File: src/rtl/cache_miss_handler.sv
// ============================================================================
// cache_miss_handler : one-outstanding-miss refill / write-back engine
// Revision: 1.0 - initial release
// ============================================================================
`default_nettype none

module cache_miss_handler #(
  parameter int WIDTH = 32,
  parameter int B     = 4,
  parameter int CNT_W = 16
) (
  input  logic               clk,
  input  logic               rst,
  input  logic               miss_valid_i,
  output logic               miss_ready_o,
  input  logic [WIDTH-1:0]   miss_addr_i,
  input  logic               victim_dirty_i,
  input  logic [WIDTH-1:0]   victim_addr_i,
  input  logic [B*8-1:0]     victim_data_i,
  output logic               mem_req_valid_o,
  input  logic               mem_req_ready_i,
  output logic               mem_req_we_o,
  output logic [WIDTH-1:0]   mem_req_addr_o,
  output logic [B*8-1:0]     mem_req_data_o,
  input  logic               mem_resp_valid_i,
  input  logic [B*8-1:0]     mem_resp_data_i,
  output logic               fill_valid_o,
  output logic [WIDTH-1:0]   fill_addr_o,
  output logic [B*8-1:0]     fill_data_o,
  output logic [CNT_W-1:0]   miss_count_o,
  output logic [CNT_W-1:0]   wb_count_o
);

  localparam int              OFS       = $clog2(B);
  localparam int              DW        = B * 8;
  localparam logic [WIDTH-1:0] LINE_MASK = {WIDTH{1'b1}} << OFS;
  localparam logic [CNT_W-1:0] CNT_MAX   = {CNT_W{1'b1}};
  localparam logic [CNT_W-1:0] CNT_ONE   = {{(CNT_W-1){1'b0}}, 1'b1};

  typedef enum logic [2:0] {
    IDLE    = 3'd0,
    WB_REQ  = 3'd1,
    RD_REQ  = 3'd2,
    RD_WAIT = 3'd3,
    FILL    = 3'd4
  } state_t;

  state_t            state_q, state_d;
  logic [WIDTH-1:0]  miss_line_q, miss_line_d;
  logic              mem_req_valid_q, mem_req_valid_d;
  logic              mem_req_we_q, mem_req_we_d;
  logic [WIDTH-1:0]  mem_req_addr_q, mem_req_addr_d;
  logic [DW-1:0]     mem_req_data_q, mem_req_data_d;
  logic              fill_valid_q, fill_valid_d;
  logic [WIDTH-1:0]  fill_addr_q, fill_addr_d;
  logic [DW-1:0]     fill_data_q, fill_data_d;
  logic [CNT_W-1:0]  miss_count_q, miss_count_d;
  logic [CNT_W-1:0]  wb_count_q, wb_count_d;

  always_comb begin
    state_d         = state_q;
    miss_line_d     = miss_line_q;
    mem_req_valid_d = mem_req_valid_q;
    mem_req_we_d    = mem_req_we_q;
    mem_req_addr_d  = mem_req_addr_q;
    mem_req_data_d  = mem_req_data_q;
    fill_valid_d    = 1'b0;
    fill_addr_d     = fill_addr_q;
    fill_data_d     = fill_data_q;
    miss_count_d    = miss_count_q;
    wb_count_d      = wb_count_q;

    case (state_q)
      IDLE: begin
        if (miss_valid_i) begin
          miss_line_d     = miss_addr_i & LINE_MASK;
          mem_req_valid_d = 1'b1;
          if (miss_count_q != CNT_MAX) miss_count_d = miss_count_q + CNT_ONE;
          // The first request is loaded here so valid rises the cycle after acceptance.
          if (victim_dirty_i) begin
            mem_req_we_d   = 1'b1;
            mem_req_addr_d = victim_addr_i & LINE_MASK;
            mem_req_data_d = victim_data_i;
            state_d        = WB_REQ;
          end else begin
            mem_req_we_d   = 1'b0;
            mem_req_addr_d = miss_addr_i & LINE_MASK;
            mem_req_data_d = '0;
            state_d        = RD_REQ;
          end
        end
      end
      WB_REQ: begin
        if (mem_req_ready_i) begin
          if (wb_count_q != CNT_MAX) wb_count_d = wb_count_q + CNT_ONE;
          mem_req_we_d   = 1'b0;
          mem_req_addr_d = miss_line_q;
          mem_req_data_d = '0;
          state_d        = RD_REQ;
        end
      end
      RD_REQ: begin
        if (mem_req_ready_i) begin
          mem_req_valid_d = 1'b0;
          state_d         = RD_WAIT;
        end
      end
      RD_WAIT: begin
        if (mem_resp_valid_i) begin
          fill_valid_d = 1'b1;
          fill_addr_d  = miss_line_q;
          fill_data_d  = mem_resp_data_i;
          state_d      = FILL;
        end
      end
      FILL:    state_d = IDLE;
      default: state_d = IDLE;
    endcase
  end

  always_ff @(posedge clk) begin
    if (rst) begin
      state_q         <= IDLE;
      miss_line_q     <= '0;
      mem_req_valid_q <= 1'b0;
      mem_req_we_q    <= 1'b0;
      mem_req_addr_q  <= '0;
      mem_req_data_q  <= '0;
      fill_valid_q    <= 1'b0;
      fill_addr_q     <= '0;
      fill_data_q     <= '0;
      miss_count_q    <= '0;
      wb_count_q      <= '0;
    end else begin
      state_q         <= state_d;
      miss_line_q     <= miss_line_d;
      mem_req_valid_q <= mem_req_valid_d;
      mem_req_we_q    <= mem_req_we_d;
      mem_req_addr_q  <= mem_req_addr_d;
      mem_req_data_q  <= mem_req_data_d;
      fill_valid_q    <= fill_valid_d;
      fill_addr_q     <= fill_addr_d;
      fill_data_q     <= fill_data_d;
      miss_count_q    <= miss_count_d;
      wb_count_q      <= wb_count_d;
    end
  end

  assign miss_ready_o    = (state_q == IDLE);
  assign mem_req_valid_o = mem_req_valid_q;
  assign mem_req_we_o    = mem_req_we_q;
  assign mem_req_addr_o  = mem_req_addr_q;
  assign mem_req_data_o  = mem_req_data_q;
  assign fill_valid_o    = fill_valid_q;
  assign fill_addr_o     = fill_addr_q;
  assign fill_data_o     = fill_data_q;
  assign miss_count_o    = miss_count_q;
  assign wb_count_o      = wb_count_q;

endmodule

`default_nettype wire

File: config.mk
export PLATFORM = sky130hd
export DESIGN_NAME = cache_miss_handler
export DESIGN_NICKNAME = d
export VERILOG_FILES = /design/src/rtl/cache_miss_handler.sv
export SDC_FILE = /design/constraint.sdc
export NUM_CORES = 1
export LEC_CHECK = 0
export ABC_AREA = 1
export CAP_MARGIN = 0
export CORE_UTILIZATION = 41
export CTS_BUF_LIST = sky130_fd_sc_hd__clkbuf_8 sky130_fd_sc_hd__clkbuf_16
export CTS_CLUSTER_SIZE = 8
export DETAILED_ROUTE_END_ITERATION = 16
export PLACE_DENSITY = 0.77
export REMOVE_ABC_BUFFERS = 1
export SLEW_MARGIN = 20
export SYNTH_ARGS = -nofsm -noshare
export SYNTH_HDL_FRONTEND = slang
export SYNTH_SLANG_ARGS = --single-unit
File: constraint.sdc
create_clock -name clk -period 1.35 [get_ports clk]
set_input_delay 0.3375 -clock clk [delete_from_list [all_inputs] [get_ports clk]]
set_output_delay 0.3375 -clock clk [all_outputs]
set_load 0.02 [all_outputs]
==> flow_summary.yaml <==
logic_synthesis:
  syn-cell-area_mm2: 0.00846
  async_reset_ff_share_pct: 0
  synth_ff_type: "dfxtp_1"
  syn_avg_cell_area_um2: 6.75
  synth-edff-count: 0
  seq_area_frac_synth_pct: 45.4
  yosysWarningCount: 0
  synth_cells: 1254
  synth_seq_cells: 192
  synthDistinctLibCells: 21
global_routing:
  grt_overflow: 0
  grt_pass1_wl_um: 45300
  grt_pass1_vias: 8817
  grt_antenna_before_repair: 0
  grt_max_degree: 100
  grt_use_total_pct: 26.7
power:
  cellPowerDensity_mw_per_mm2: 1540
  max-vdd-ir-drop_mv: 0.978
  power.leakage_uw: 0.00633
sta:
  fin_ws_ns: -0.283
  grt_setup_unrepaired: "yes"
  layout_min_cycle_time_ns: 1.63
  maxSlewViolCount: 0
  fin_skew_ns: 0.0126
  relSlewSlack_pct: 64.2
  timing.final.hold_violations: 0
  period_share_pct: 121
  whs_ns: 0.417
  finalSetupViolations: 198
  worstMarginPinSlew_ns: 0.537
  clock.fmax_mhz: 612
finish:
  nets: 1763
  nFillCells: 1597
  post_route_cells_drive_above_1_share_pct: 35.7
  n_antenna_cell: 0
  multi_input_area_mm2: 0.00482
  instances_no_fill: 1910
  seq_area_mm2: 0.00387
  final_common_cell: "nand2_1"
  fin_util_pct: 70.4
  synthToLayoutAreaGrowth_pct: 68.5
  most-common-layout-cells: "nand2_1, dfxtp_1, buf_2"
worst_setup_path:
  critPathMaxFanout: 7
  endpoint_kind: "flip-flop"
  cp_slowest_cell: "dfxtp_2"
  crit_top_cell: "buf_12"
  cp_num_buf_inv: 5
  cp-startpoint: "state_q[1]"
  slowest_delay_ns: 0.37
  critical_path_class: "flip-flop to flip-flop"
  worst_setup_path_start_kind: "flip-flop"
  cp.required_ns: 1.69
  crit_arrival_ns: 1.97
  worst_r2r_startpoint: "state_q[1]"
  cp.depth: 8
  rr_worst_depth: 8
  cp_top_family: "buffers and inverters"
  crit_chain: "inv_4 > buf_12 > nor3_4 > buf_12 > buf_12 > buf_16 > nand3_1 > a21oi_1"
drt:
  wire_per_inst_um: 17.3
  num_vias: 9975
  routed-wl-met2_um: 16600
  ant_nets: 0
  drt-initial-drc-count: 453
  wl_um: 32900
  drc: 0
  dr.pass1.iters: 5
  wl_met1_um: 12700
  route.top_layer_used: "met4"
  viasPerCell: 5.22
  wl_met3_um: 2370
die:
  num_io_pins: 298
  coreArea_mm2: 0.0202
  dieWidth_um: 146
  die_y_um: 146
  die_area_mm2: 0.0212
  initial_utilization_pct: 41.8
  core.rowCount: 52
clock_tree:
  cts_buffers: 17
  cts_tree: "built"
  cts_root_buffer: "clkbuf_16"
  clk_latency_ns: 0.43
  cts_sinks: 192
  hold_buffers: 0
  h-tree-depth: 4
  clk_path_buf_depth: 2
  clk_pin_slew_ns: 0.08
hold_path:
  hold_path.class: "input port to flip-flop"
  min_from: "rst"
  whs_path_depth: 5
placed_design:
  place_inst: 1821
  gp_congestion: 0.848
  hpwl_um: 18200
  io_buffers: 289
run:
  cap_violations: 0
outcome:
  status: "finished, violations left"
  failed_checks: "setup timing"
path summary, 6_finish.rpt:
check	to	slack (ns)
max	fill_data_o[12]	-0.28
min	miss_line_q[19]	0.42
min reg2reg	fill_data_o[25]	0.46
max reg2reg	fill_data_o[12]	-0.28
cell type report:
class                           instances  area share [%]
Sequential cell                       192            27.2
Multi-Input combinational cell        859            33.8
Tap cell                              270            2.37
Clock inverter                         15            1.05
Inverter                              121            3.34
Timing Repair Buffer                  436            29.3
Clock buffer                           17            2.98
synth_stat cells (2+ instances only):
| cell | n | area (µm²) |
|---|---|---|
| nor3_1 | 3 | 15.0 |
| clkbuf_1 | 57 | 214 |
| buf_4 | 9 | 67.6 |
| ha_1 | 2 | 25.0 |
| nand3_1 | 131 | 656 |
| inv_1 | 117 | 439 |
| nand3b_1 | 2 | 15.0 |
| o21ai_0 | 125 | 626 |
| nor2_1 | 153 | 574 |
| nand3_2 | 2 | 20.0 |
| nand4_1 | 2 | 12.5 |
| dfxtp_1 | 192 | 3840 |
| buf_2 | 14 | 70.1 |
| buf_1 | 7 | 26.3 |
| nand2_1 | 280 | 1050 |
| a21oi_1 | 150 | 751 |
| inv_2 | 4 | 15.0 |
logic make-up (layout without fill, tap and decap cells):
kind of cell / count (synthesis) / count (layout) / share of synthesized area (%)
other: 1 / 4 / 0.0443
buffers and inverters: 208 / 589 / 9.84
AND/OR/NAND/NOR: 576 / 578 / 28.1
AO/OA/AOI/OAI: 275 / 275 / 16.3
flip-flops: 192 / 192 / 45.4
adder cells (fa/ha/maj): 2 / 2 / 0.296
routing by layer:
metal	track usage [%]	vias up
met5	0	-
met4	11.9	0
met3	5.89	86
met2	46.0	451
met1	31.9	4652
li1	-	4786
where the power goes:
| part | internal [µW] | total [µW] | switching (µW) |
|---|---|---|---|
| Combinational | 4490 | 9930 | 5440 |
| Clock | 2470 | 4940 | 2480 |
| Sequential | 6510 | 7060 | 551 |
flip-flops by register name (all words and copies together) (netlist names):
register,cells
fill_addr_o,30
fill_data_o,32
fill_valid_o,1
mem_req_addr_o,30
mem_req_data_o,32
mem_req_valid_o,1
mem_req_we_o,1
miss_count_o,16
miss_line_q,30
state_q,3
wb_count_o,16
through the flow:
stage | TNS, ns | worst slack, ns | total power [µW] | area, µm²
2_1_floorplan | -305.24 | -2.01 | 10100 | 8090
3_3_place_gp | -55.65 | -0.473 | 13700 | 12200
3_5_place_dp | -60.95 | -0.504 | 13900 | 12200
4_1_cts | -17.63 | -0.156 | 20000 | 12800
5_1_grt | -38.01 | -0.327 | 23000 | 14300
6_report | -24.71 | -0.283 | 21900 | 14300
worst min-delay path, cell delays in order:
cell and delay [ns]:
buf_4 0.11, inv_2 0.05, buf_12 0.18, o21ai_2 0.09
a21oi_2 0.03
what timing repair did:
item / CTS / global route
buffers inserted: 9 / 14
setup endpoints to repair: 350 / 216
resized for setup: 786 / 296
hold endpoints to repair: 0 / 0
pin swaps: 33 / 69
gates cloned: 12 / 24
Power figures use the tool's default switching activity.
==> edit: new RTL, same flow settings <==
Make the reset (`rst`) asynchronous in one clocked block.
--- a/src/rtl/cache_miss_handler.sv
+++ b/src/rtl/cache_miss_handler.sv
@@ -118,7 +118,7 @@
     endcase
   end
 
-  always_ff @(posedge clk) begin
+  always_ff @(posedge clk or posedge rst) begin
     if (rst) begin
       state_q         <= IDLE;
       miss_line_q     <= '0;
Behaviour: differs if rst is asserted again (counterexample within 4 cycles, from zero or initial values and one cycle with rst high); with rst held inactive, the same outputs for 4 cycles.
==> edit against the unedited design <==
Design area rose by 3.0%; setup slack got worse by 2.9 ps; wire length fell by 7.1%; power rose by 52%; the flow still finishes with violations (setup timing); synthesized area rose by 4.7%; critical path depth rose by 4; sequential cell count did not move; cell count fell by 4.4%.
==> edit: results (changes against the unedited design) <==
| Metric | Value |
|---|---|
| Total Negative Setup Slacks | -24600 ps (+114 ps) |
| Avg Inst Size Synth | 7.91 um2 (+17%) |
| Run status | finished with violations |
| Post-Place Cells | 1724 (-5.3%) |
| Met3 routed WL | 1.67 mm (-30%) |
| Wl on met1 | 12.0 mm (-5.2%) |
| Endpoints failing setup | 208 (+5.1%) |
| Met2 Usage GRT | 43.1% (-2.9 points) |
| Worst-path fanout max | 8 (+1) |
| Routed WL | 30.6 mm (-7.1%) |
| Vias in the first global route | 8776 (-0.47%) |
| Reg2Reg Depth | 12 (+4) |
| Seq power | 9.42 mW (+33%) |
| Comb pwr share | 55.8% (+10 points) |
| First-pass GRT wire length | 43.3 mm (-4.3%) |
| Top cells by count, synth | nand2_1, dfrtp_1, inv_1, o21ai_0, nand3_1 |
| CP Capture Point | mem_req_data_o[19] |
| CP max-delay cell | dfrtp_1 |
| Failing checks | setup timing |
| DR WL met2 | 15.7 mm (-5.2%) |
| Via Count | 9182 (-7.9%) |
| Placer Congestion | 0.867 (+2.2%) |
| Slowest cell delay on critical path | 400 ps (+30 ps) |
| FILL cells | 1609 (+0.75%) |
| Seq/Total Area, Yosys | 54.3% (+8.8 points) |
| Largest net degree at the start of global routing | 35 (-65%) |
| Post-Synth XOR/XNOR Area | 0.890% (+0.89 points) |
| Worst setup margin | -286 ps (-2.91 ps) |
| Switching Share | 43.0% (+4.4 points) |
| Worst min-delay path category | input port to async pin |
| Vias per cell | 5.03 (-3.7%) |
| Max VDD drop | 1.19 mV (+22%) |
| Gr usage total | 25.0% (-1.8 points) |
| Post-place setup slack | -400 ps (+104 ps) |
| Reg power frac | 28.2% (-4.0 points) |
| DR iter-0 viols | 418 (-7.7%) |
| Synth Area in Compound Gates | 8.51% (-7.8 points) |
-- edit: changes by cell type in the layout (fill, tap and decap cells not counted), moves of 24 or more --
cell and change:
o211ai_1 +30, a21oi_1 -108, buf_2 -44, nand2_2 +24, a21oi_2 -38, nand2_1 +186
nor2_1 -91, dfxtp_1 -175, buf_4 +28, nand3_1 -73, dfrtp_1 +187, buf_6 +46
-- edit: worst max-delay path: cells and delay by family, from the launching register on --
kind / cells / cell delay (ps)
buffers and inverters: 6 / 710
flip-flops: 1 / 400
AND/OR/NAND/NOR: 6 / 420
-- edit: layout make-up --
type | instances | share of cell area, %
repair buffers | 453 | 29.5
diodes | 2 | 0.0341
inverters | 106 | 2.95
well taps | 275 | 2.34
clock inverters | 15 | 1.44
flip-flops and latches | 192 | 32.8
multi-input cells | 766 | 28.0
clock buffers | 17 | 2.90
-- edit: metrics by stage --
step	instance area, um2	hold slack, ps
floorplan	8550	447
global placement	12700	461
detailed placement	12700	464
CTS	13600	221
global route	14700	235
finish	14700	230
